===== src/rtl/rnd_pkg.sv =====
// Shared types and helpers for the random-bank sequencer.
// Provides the FSM state enum, default data width and address wrap.
package rnd_pkg;

    typedef enum logic [2:0] {
        ST_IDLE,
        ST_RUN,
        ST_SETTLE,
        ST_SCAN,
        ST_HOLD
    } state_t;

    localparam int DATA_W_DEF = 16;

    // Increment an address modulo n (n need not be a power of two).
    function automatic int unsigned addr_inc(
        input int unsigned a,
        input int unsigned n
    );
        return (a + 1 >= n) ? 0 : a + 1;
    endfunction

endpackage


===== src/rtl/rnd_cycle_timer.sv =====
// Loadable down-counter; done is high while the count is zero.
// Ports: clk, rst (sync, active-high), load, load_val, done.
module rnd_cycle_timer #(
    parameter int W = 4
) (
    input  logic         clk,
    input  logic         rst,
    input  logic         load,
    input  logic [W-1:0] load_val,
    output logic         done
);

    logic [W-1:0] cnt;

    always_ff @(posedge clk) begin
        if (rst) begin
            cnt <= '0;
        end else if (load) begin
            cnt <= load_val;
        end else if (cnt != '0) begin
            cnt <= cnt - 1'b1;
        end
    end

    assign done = (cnt == '0);

endmodule


===== src/rtl/rnd_bank_sequencer.sv =====
// Runs the random bank for a window, freezes it, XOR-folds FOLD entries.
// Ports: req valid/ready, out valid/ready/data, bank freeze/addr/data,
// busy, word_cnt (words delivered, wrapping).
module rnd_bank_sequencer
    import rnd_pkg::*;
#(
    parameter int RND_N         = 32,
    parameter int ADDR_W        = $clog2(RND_N),
    parameter int DATA_W        = DATA_W_DEF,
    parameter int RUN_CYCLES    = 16,
    parameter int SETTLE_CYCLES = 2,
    parameter int FOLD          = 3
) (
    input  logic              clk,
    input  logic              rst,
    input  logic              req_valid,
    output logic              req_ready,
    output logic              out_valid,
    input  logic              out_ready,
    output logic [DATA_W-1:0] out_data,
    output logic              bank_freeze,
    output logic [ADDR_W-1:0] bank_addr,
    input  logic [DATA_W-1:0] bank_data,
    output logic              busy,
    output logic [15:0]       word_cnt
);

    localparam int T_A   = (RUN_CYCLES > SETTLE_CYCLES) ? RUN_CYCLES : SETTLE_CYCLES;
    localparam int T_MAX = (T_A > FOLD) ? T_A : FOLD;
    localparam int TW    = (T_MAX > 1) ? $clog2(T_MAX + 1) : 1;

    localparam logic [TW-1:0] RUN_LD    = TW'(RUN_CYCLES - 1);
    localparam logic [TW-1:0] SETTLE_LD =
        TW'((SETTLE_CYCLES > 0) ? SETTLE_CYCLES - 1 : 0);
    localparam logic [TW-1:0] SCAN_LD   = TW'(FOLD - 1);

    state_t state, state_n;

    logic [DATA_W-1:0] acc, acc_n;
    logic [DATA_W-1:0] out_data_n;
    logic [ADDR_W-1:0] addr_n;
    logic [15:0]       word_cnt_n;
    logic              out_valid_n;
    logic              freeze_n;
    logic              first, first_n;
    logic              t_load;
    logic [TW-1:0]     t_val;
    logic              t_done;

    rnd_cycle_timer #(
        .W(TW)
    ) u_timer (
        .clk      (clk),
        .rst      (rst),
        .load     (t_load),
        .load_val (t_val),
        .done     (t_done)
    );

    always_ff @(posedge clk) begin
        if (rst) begin
            state       <= ST_IDLE;
            bank_freeze <= 1'b1;
            bank_addr   <= '0;
            out_valid   <= 1'b0;
            out_data    <= '0;
            acc         <= '0;
            word_cnt    <= '0;
            first       <= 1'b0;
        end else begin
            state       <= state_n;
            bank_freeze <= freeze_n;
            bank_addr   <= addr_n;
            out_valid   <= out_valid_n;
            out_data    <= out_data_n;
            acc         <= acc_n;
            word_cnt    <= word_cnt_n;
            first       <= first_n;
        end
    end

    always_comb begin
        state_n     = state;
        freeze_n    = bank_freeze;
        addr_n      = bank_addr;
        out_valid_n = out_valid;
        out_data_n  = out_data;
        acc_n       = acc;
        word_cnt_n  = word_cnt;
        first_n     = first;
        t_load      = 1'b0;
        t_val       = '0;

        unique case (state)
            ST_IDLE: begin
                if (req_valid) begin
                    state_n  = ST_RUN;
                    freeze_n = 1'b0;
                    t_load   = 1'b1;
                    t_val    = RUN_LD;
                end
            end
            ST_RUN: begin
                if (t_done) begin
                    freeze_n = 1'b1;
                    t_load   = 1'b1;
                    if (SETTLE_CYCLES == 0) begin
                        state_n = ST_SCAN;
                        t_val   = SCAN_LD;
                        first_n = 1'b1;
                    end else begin
                        state_n = ST_SETTLE;
                        t_val   = SETTLE_LD;
                    end
                end
            end
            ST_SETTLE: begin
                if (t_done) begin
                    state_n = ST_SCAN;
                    t_load  = 1'b1;
                    t_val   = SCAN_LD;
                    first_n = 1'b1;
                end
            end
            ST_SCAN: begin
                // First scan cycle discards any stale accumulator.
                acc_n   = (first ? '0 : acc) ^ bank_data;
                addr_n  = ADDR_W'(addr_inc(32'(bank_addr), RND_N));
                first_n = 1'b0;
                if (t_done) begin
                    state_n     = ST_HOLD;
                    out_valid_n = 1'b1;
                    out_data_n  = acc_n;
                end
            end
            ST_HOLD: begin
                if (out_ready) begin
                    state_n     = ST_IDLE;
                    out_valid_n = 1'b0;
                    word_cnt_n  = word_cnt + 16'd1;
                end
            end
            default: begin
                state_n = ST_IDLE;
            end
        endcase
    end

    assign req_ready = (state == ST_IDLE);
    assign busy      = (state == ST_RUN) || (state == ST_SETTLE) ||
                       (state == ST_SCAN);

endmodule

===== config.mk =====
export PLATFORM = sky130hd
export DESIGN_NAME = rnd_bank_sequencer
export DESIGN_NICKNAME = d
export VERILOG_FILES = /design/src/rtl/rnd_pkg.sv /design/src/rtl/rnd_cycle_timer.sv /design/src/rtl/rnd_bank_sequencer.sv
export SDC_FILE = /design/constraint.sdc
export NUM_CORES = 1
export LEC_CHECK = 0
export BUFFER_PORTS_ARGS = -buffer_cell sky130_fd_sc_hd__buf_2
export CAP_MARGIN = 20
export CORE_UTILIZATION = 41
export DETAILED_ROUTE_END_ITERATION = 12
export SLEW_MARGIN = 40
export SYNTH_ARGS = -nofsm -noshare
export SYNTH_HDL_FRONTEND = slang
export SYNTH_SLANG_ARGS = --single-unit

===== constraint.sdc =====
create_clock -name clk -period 2.44 [get_ports clk]
set_clock_uncertainty 0.05 [all_clocks]
set_input_delay 0.366 -clock clk [delete_from_list [all_inputs] [get_ports clk]]
set_output_delay 0.366 -clock clk [all_outputs]
set_load 0.02 [all_outputs]

### Word-level counts from Yosys, hierarchy flattened

Cells that the tools add are included.

* output and inout port bits: 41
* latch bits: 0
* memories: 0
* register bits after elaboration: 64
* memory bits (read-only): 0
* logic and storage cells: 62
* bits in writable memories: 0

* mux-type cells: 23
* multipliers: 0
* magnitude comparators: 1
* bitwise logic cells: 1
* reductions and logical operators: 16
* equality and inequality tests: 9
* divide/modulo/power cells: 0
* shift operators: 0
* add/sub/neg operators: 3

Operators by type and width (count)
* 16-bit by 1-bit adder with 16-bit output, second input constant: 1
* 16-bit two-way mux: 1
* 16-bit bitwise XOR: 1
* 3-bit two-way mux: 5
* 5-bit two-way mux: 3
* 3-bit one-hot mux with 5 select lines: 1
* 4-bit one-hot mux with 3 select lines: 1
* 2-bit inequality test, second input constant: 5
* 1-bit one-hot mux with 2 select lines: 4
* 2-bit nonzero test: 4
* 5-bit by 1-bit adder with 6-bit output, second input constant: 1
* 3-bit by 2-bit equality test with 1-bit output, second input constant: 2
* 6-bit >= comparator, second input constant: 1
* 1-bit two-way mux: 6
* 2-bit AND reduction: 3
* 3-bit AND reduction: 2
* 5-bit logical NOT: 1
* 5-bit AND reduction: 1
* 5-bit nonzero test: 1
* 5-bit by 1-bit subtractor with 5-bit output, second input constant: 1
* 4-bit two-way mux: 1
* 3-bit by 1-bit equality test with 1-bit output, second input constant: 1
* 3-bit equality test, second input constant: 1
* 3-bit logical NOT: 1
* 3 further kinds: 4

### Depth between registers and ports, before layout

* word-level depth: 4
* depth in mapped cells: 8
* mapped depth without buffers: 6

### Cells and area by module

A second synthesis with hierarchy kept.

* cells, all modules: 375
* area total of the unflattened synthesis: 3121.7 um^2

Modules (own cells, without submodules)
* rnd_bank_sequencer: cells each 343, area an instance 2834.0 um^2, times used 1
* rnd_cycle_timer: cells each 32, area an instance 287.8 um^2, times used 1

### Worst setup path after synthesis

Ideal clock, no wire load.

* path kind: reg-to-reg
* from: register u_timer.cnt[0]
* to: register out_data[10]
* cell stages (with the launch flop): 9
* arrival time: 1652 ps
* path slack: 659 ps
* path through: dfxtp_1 -> inv_1 -> ha_1 -> or4b_1 -> buf_6 -> nor2_8 -> buf_8 -> nor2_2 -> a211oi_2

* cells in the longest elaborated chain, start to end: 2

Ends and longest elaborated chain
* from (decl): line rnd_cycle_timer.sv:13 `logic [W-1:0] cnt;`
* from (signal assigned): line rnd_cycle_timer.sv:19 `cnt <= load_val;`
* from (signal assigned): line rnd_cycle_timer.sv:21 `cnt <= cnt - 1'b1;`
* 5-bit logical NOT: line rnd_cycle_timer.sv:25 `assign done = (cnt == '0);`
* 2-bit AND reduction (no line)
* to (signal assigned): line rnd_bank_sequencer.sv:75 `out_data <= out_data_n;`
* to (decl): line rnd_bank_sequencer.sv:20 `output logic [DATA_W-1:0] out_data,`

Every way passes these cells.
A chain may end at the register's enable or synchronous reset.

### Worst setup path after layout

* from: register u_timer.cnt[0]
* to: register out_data[5]

The elaborated chain is that of the path after synthesis.

==> qor.yml <==
final_layout:
  final_nets: 437
  syn2layout_area_growth_pct: 18.7
  layout-drive-gt1-share: 0.253
  n_antenna_cell: 0
  post-route-util: 0.511
  layout.cells.non_filler: 518
  seqCellArea_sq_um: 1280
  num-fill-cells: 723
  multiInputGateArea_sq_um: 1670
timing:
  tightest_slew_ns: 0.654
  slew_violations: 0
  rsz0062_at_grt: "false"
  hold_violations: 0
  fin_setup_tns_ns: 0
  relSlewSlack: 0.563
  post-route-period-util: 0.891
  setup_violations: 0
  finalCriticalPeriod_ns: 2.17
  worst_slack_ns: 0.266
  max_freq_mhz: 460
  whs_ns: 0.275
logic_synthesis:
  synth_enable_flop_cells: 0
  netlist.area_leader.share: 0.406
  synth_top_family_by_area: "simple AND/OR/NAND/NOR gates"
  synth_seq_cells: 64
  postSynthAreaPerCell_sq_um: 8.82
  synth_compound_area_frac: 0.210
  syn_nets: 381
  synth_area_leader_cell: "dfxtp_1"
  synth_mux_area_frac: 0.00991
  ys_types: 46
  synthesis.area_sq_um: 3160
  synthSimpleGateAreaFrac: 0.218
  syn_inst: 358
  synthXorXnorAreaFrac: 0.0805
  synthTopCellsByArea: "dfxtp_1, o21ai_0, nor2_1"
  yosysWarnings: 0
  seq_area_frac_synth: 0.406
  synthAdderAreaFrac: 0.0119
  ys_async_sr_fraction: 0
  synth_flop_cell: "dfxtp_1"
clock_tree:
  hold_buffers: 0
  post_cts_buffers: 0
  clockBufferDepth: 2
  numCtsBuffers: 9
  clock_latency_ns: 0.33
  clockRootBuffer: "clkbuf_8"
  cts_tree: "done"
  cts-resized-gates: 0
  clock-sinks: 64
  path_clk_slew_ns: 0.07
  cts-htree-levels: 3
setup_path:
  startpoint: "u_timer.cnt[0]"
  rr_startpoint: "u_timer.cnt[0]"
  cp.required_ns: 2.64
  crit_type: "reg -> reg"
  critPathArrivalTime_ns: 2.37
  cp-start-kind: "register"
  path_max_fanout: 20
  crit_path_end_kind: "register"
global_routing:
  antenna_found_initial: 0
  grt_remaining_overflow: 0
  grt_pass1_vias: 2450
  grt_pass1_wl_um: 11500
  grt_start_max_net_pins: 29
  grt_usage: 0.178
routing:
  vias: 2643
  wirelength_um: 6680
  postRouteAntennaNets: 0
  drtIter0Drc: 124
  via_per_inst: 5.10
  first_pass_iters: 4
  wl_per_cell_um: 12.9
  drc: 0
placement:
  dp_cells: 502
  place.gp.congestion: 0.705
  pre_cts_ws_ns: 0.267
  place_hpwl_um: 4570
  portBuffers: 60
floorplan:
  die_h_um: 89.7
  die_w_um: 89.7
  start_util: 0.431
  die_area_sq_um: 8050
  row_count: 31
  coreArea_sq_um: 7330
  io_pins: 61
pwr:
  pwr-share-seq: 0.438
  pwr-share-clk: 0.446
  swShare: 0.242
  max-vdd-ir-drop_mv: 0.371
  leakage_nw: 1.46
  p_per_area_nw_per_um2: 682
  switchingPower_mw: 0.619
  share_comb_of_total_power: 0.116
  p_int_mw: 1.94
job:
  cap_violations: 0
outcome:
  status: "completed"
worst_hold_path:
  worstHoldPathType: "in -> reg"
  hp-start: "bank_data[9]"
## layout by cell type, fill, tap and decap left out, types with 11 or more instances in the layout
master and count:
a211oi_2 12, nand2_1 25, xnor2_1 19, clkbuf_8 11
dfxtp_1 64, a21oi_1 14, o21ai_0 38, nor2_1 46
a22oi_1 16, buf_2 60, nor2b_1 14
## layer usage
metal  up-vias  track usage  share of wire
met2        49        0.290           0.47
met4         0       0.0533         0.0063
met5         -            0              0
li1       1370            -              -
met1      1222        0.225           0.48
met3         2       0.0541          0.041
## through the flow
step | power [mW] | cell area (sq um)
floorplan | 1.37 | 3160
global placement | 1.43 | 3490
detailed placement | 1.44 | 3490
CTS | 2.59 | 3750
global route | 2.69 | 3750
finish | 2.56 | 3750
## synthesized netlist by cell type (all sizes together), types with 3 or more instances
| master | n |
|---|---|
| nor2 | 49 |
| a31oi | 3 |
| clkbuf | 18 |
| or3 | 8 |
| dfxtp | 64 |
| buf | 6 |
| nor3b | 3 |
| inv | 6 |
| o21ai | 38 |
| xnor2 | 19 |
| nand4 | 5 |
| nor2b | 14 |
| nand3 | 7 |
| a211oi | 16 |
| nor3 | 5 |
| and4 | 3 |
| a22oi | 16 |
| ha | 3 |
| xor2 | 10 |
| a311oi | 3 |
| a21oi | 14 |
| nand2 | 25 |
## power groups by stage
stage / clock [mW] / sequential [mW] / combinational [mW]
2_1_floorplan: 0 / 1.13 / 0.235
5_1_grt: 1.23 / 1.13 / 0.331
4_1_cts: 1.17 / 1.12 / 0.299
3_3_place_gp: 0 / 1.14 / 0.291
6_report: 1.14 / 1.12 / 0.296
3_5_place_dp: 0 / 1.14 / 0.298
## path summary, 6_finish.rpt
path                        to  slack (ns)  cells after the start
hold reg to reg   word_cnt[15]        0.44                      2
setup / recovery   out_data[5]        0.27                      7
setup reg to reg   out_data[5]        0.27                      7
hold / removal          acc[9]        0.27                      3
## sequential cells by signal, indices dropped and copies added, names as in the netlist
| register | count |
|---|---|
| acc | 16 |
| bank_addr | 5 |
| bank_freeze | 1 |
| first | 1 |
| out_data | 16 |
| out_valid | 1 |
| state | 3 |
| u_timer.cnt | 5 |
| word_cnt | 16 |
## worst max-delay path: stages (launching register included)
cell	delay (ns)
dfxtp_1	0.32
inv_1	0.07
ha_1	0.21
or4b_1	0.65
nor2_8	0.32
buf_12	0.20
nor2_1	0.06
a211oi_2	0.19
## cell type report
class / instances / share of cell area
clock buffers: 11 / 0.0404
well taps: 99 / 0.0331
clock inverters: 5 / 0.0274
inverters: 6 / 0.00601
repair buffers: 69 / 0.105
multi-input cells: 264 / 0.446
flip-flops and latches: 64 / 0.342
## cells by family (layout without fill, tap and decap cells)
| family | after synthesis | count (layout) |
|---|---|---|
| buf+inv | 30 | 91 |
| fa+ha+maj | 3 | 3 |
| mux | 3 | 3 |
| compound gates | 97 | 97 |
| simple gates | 132 | 132 |
| xor+xnor | 29 | 29 |
| flops | 64 | 64 |
Power figures use the tool's default switching activity.
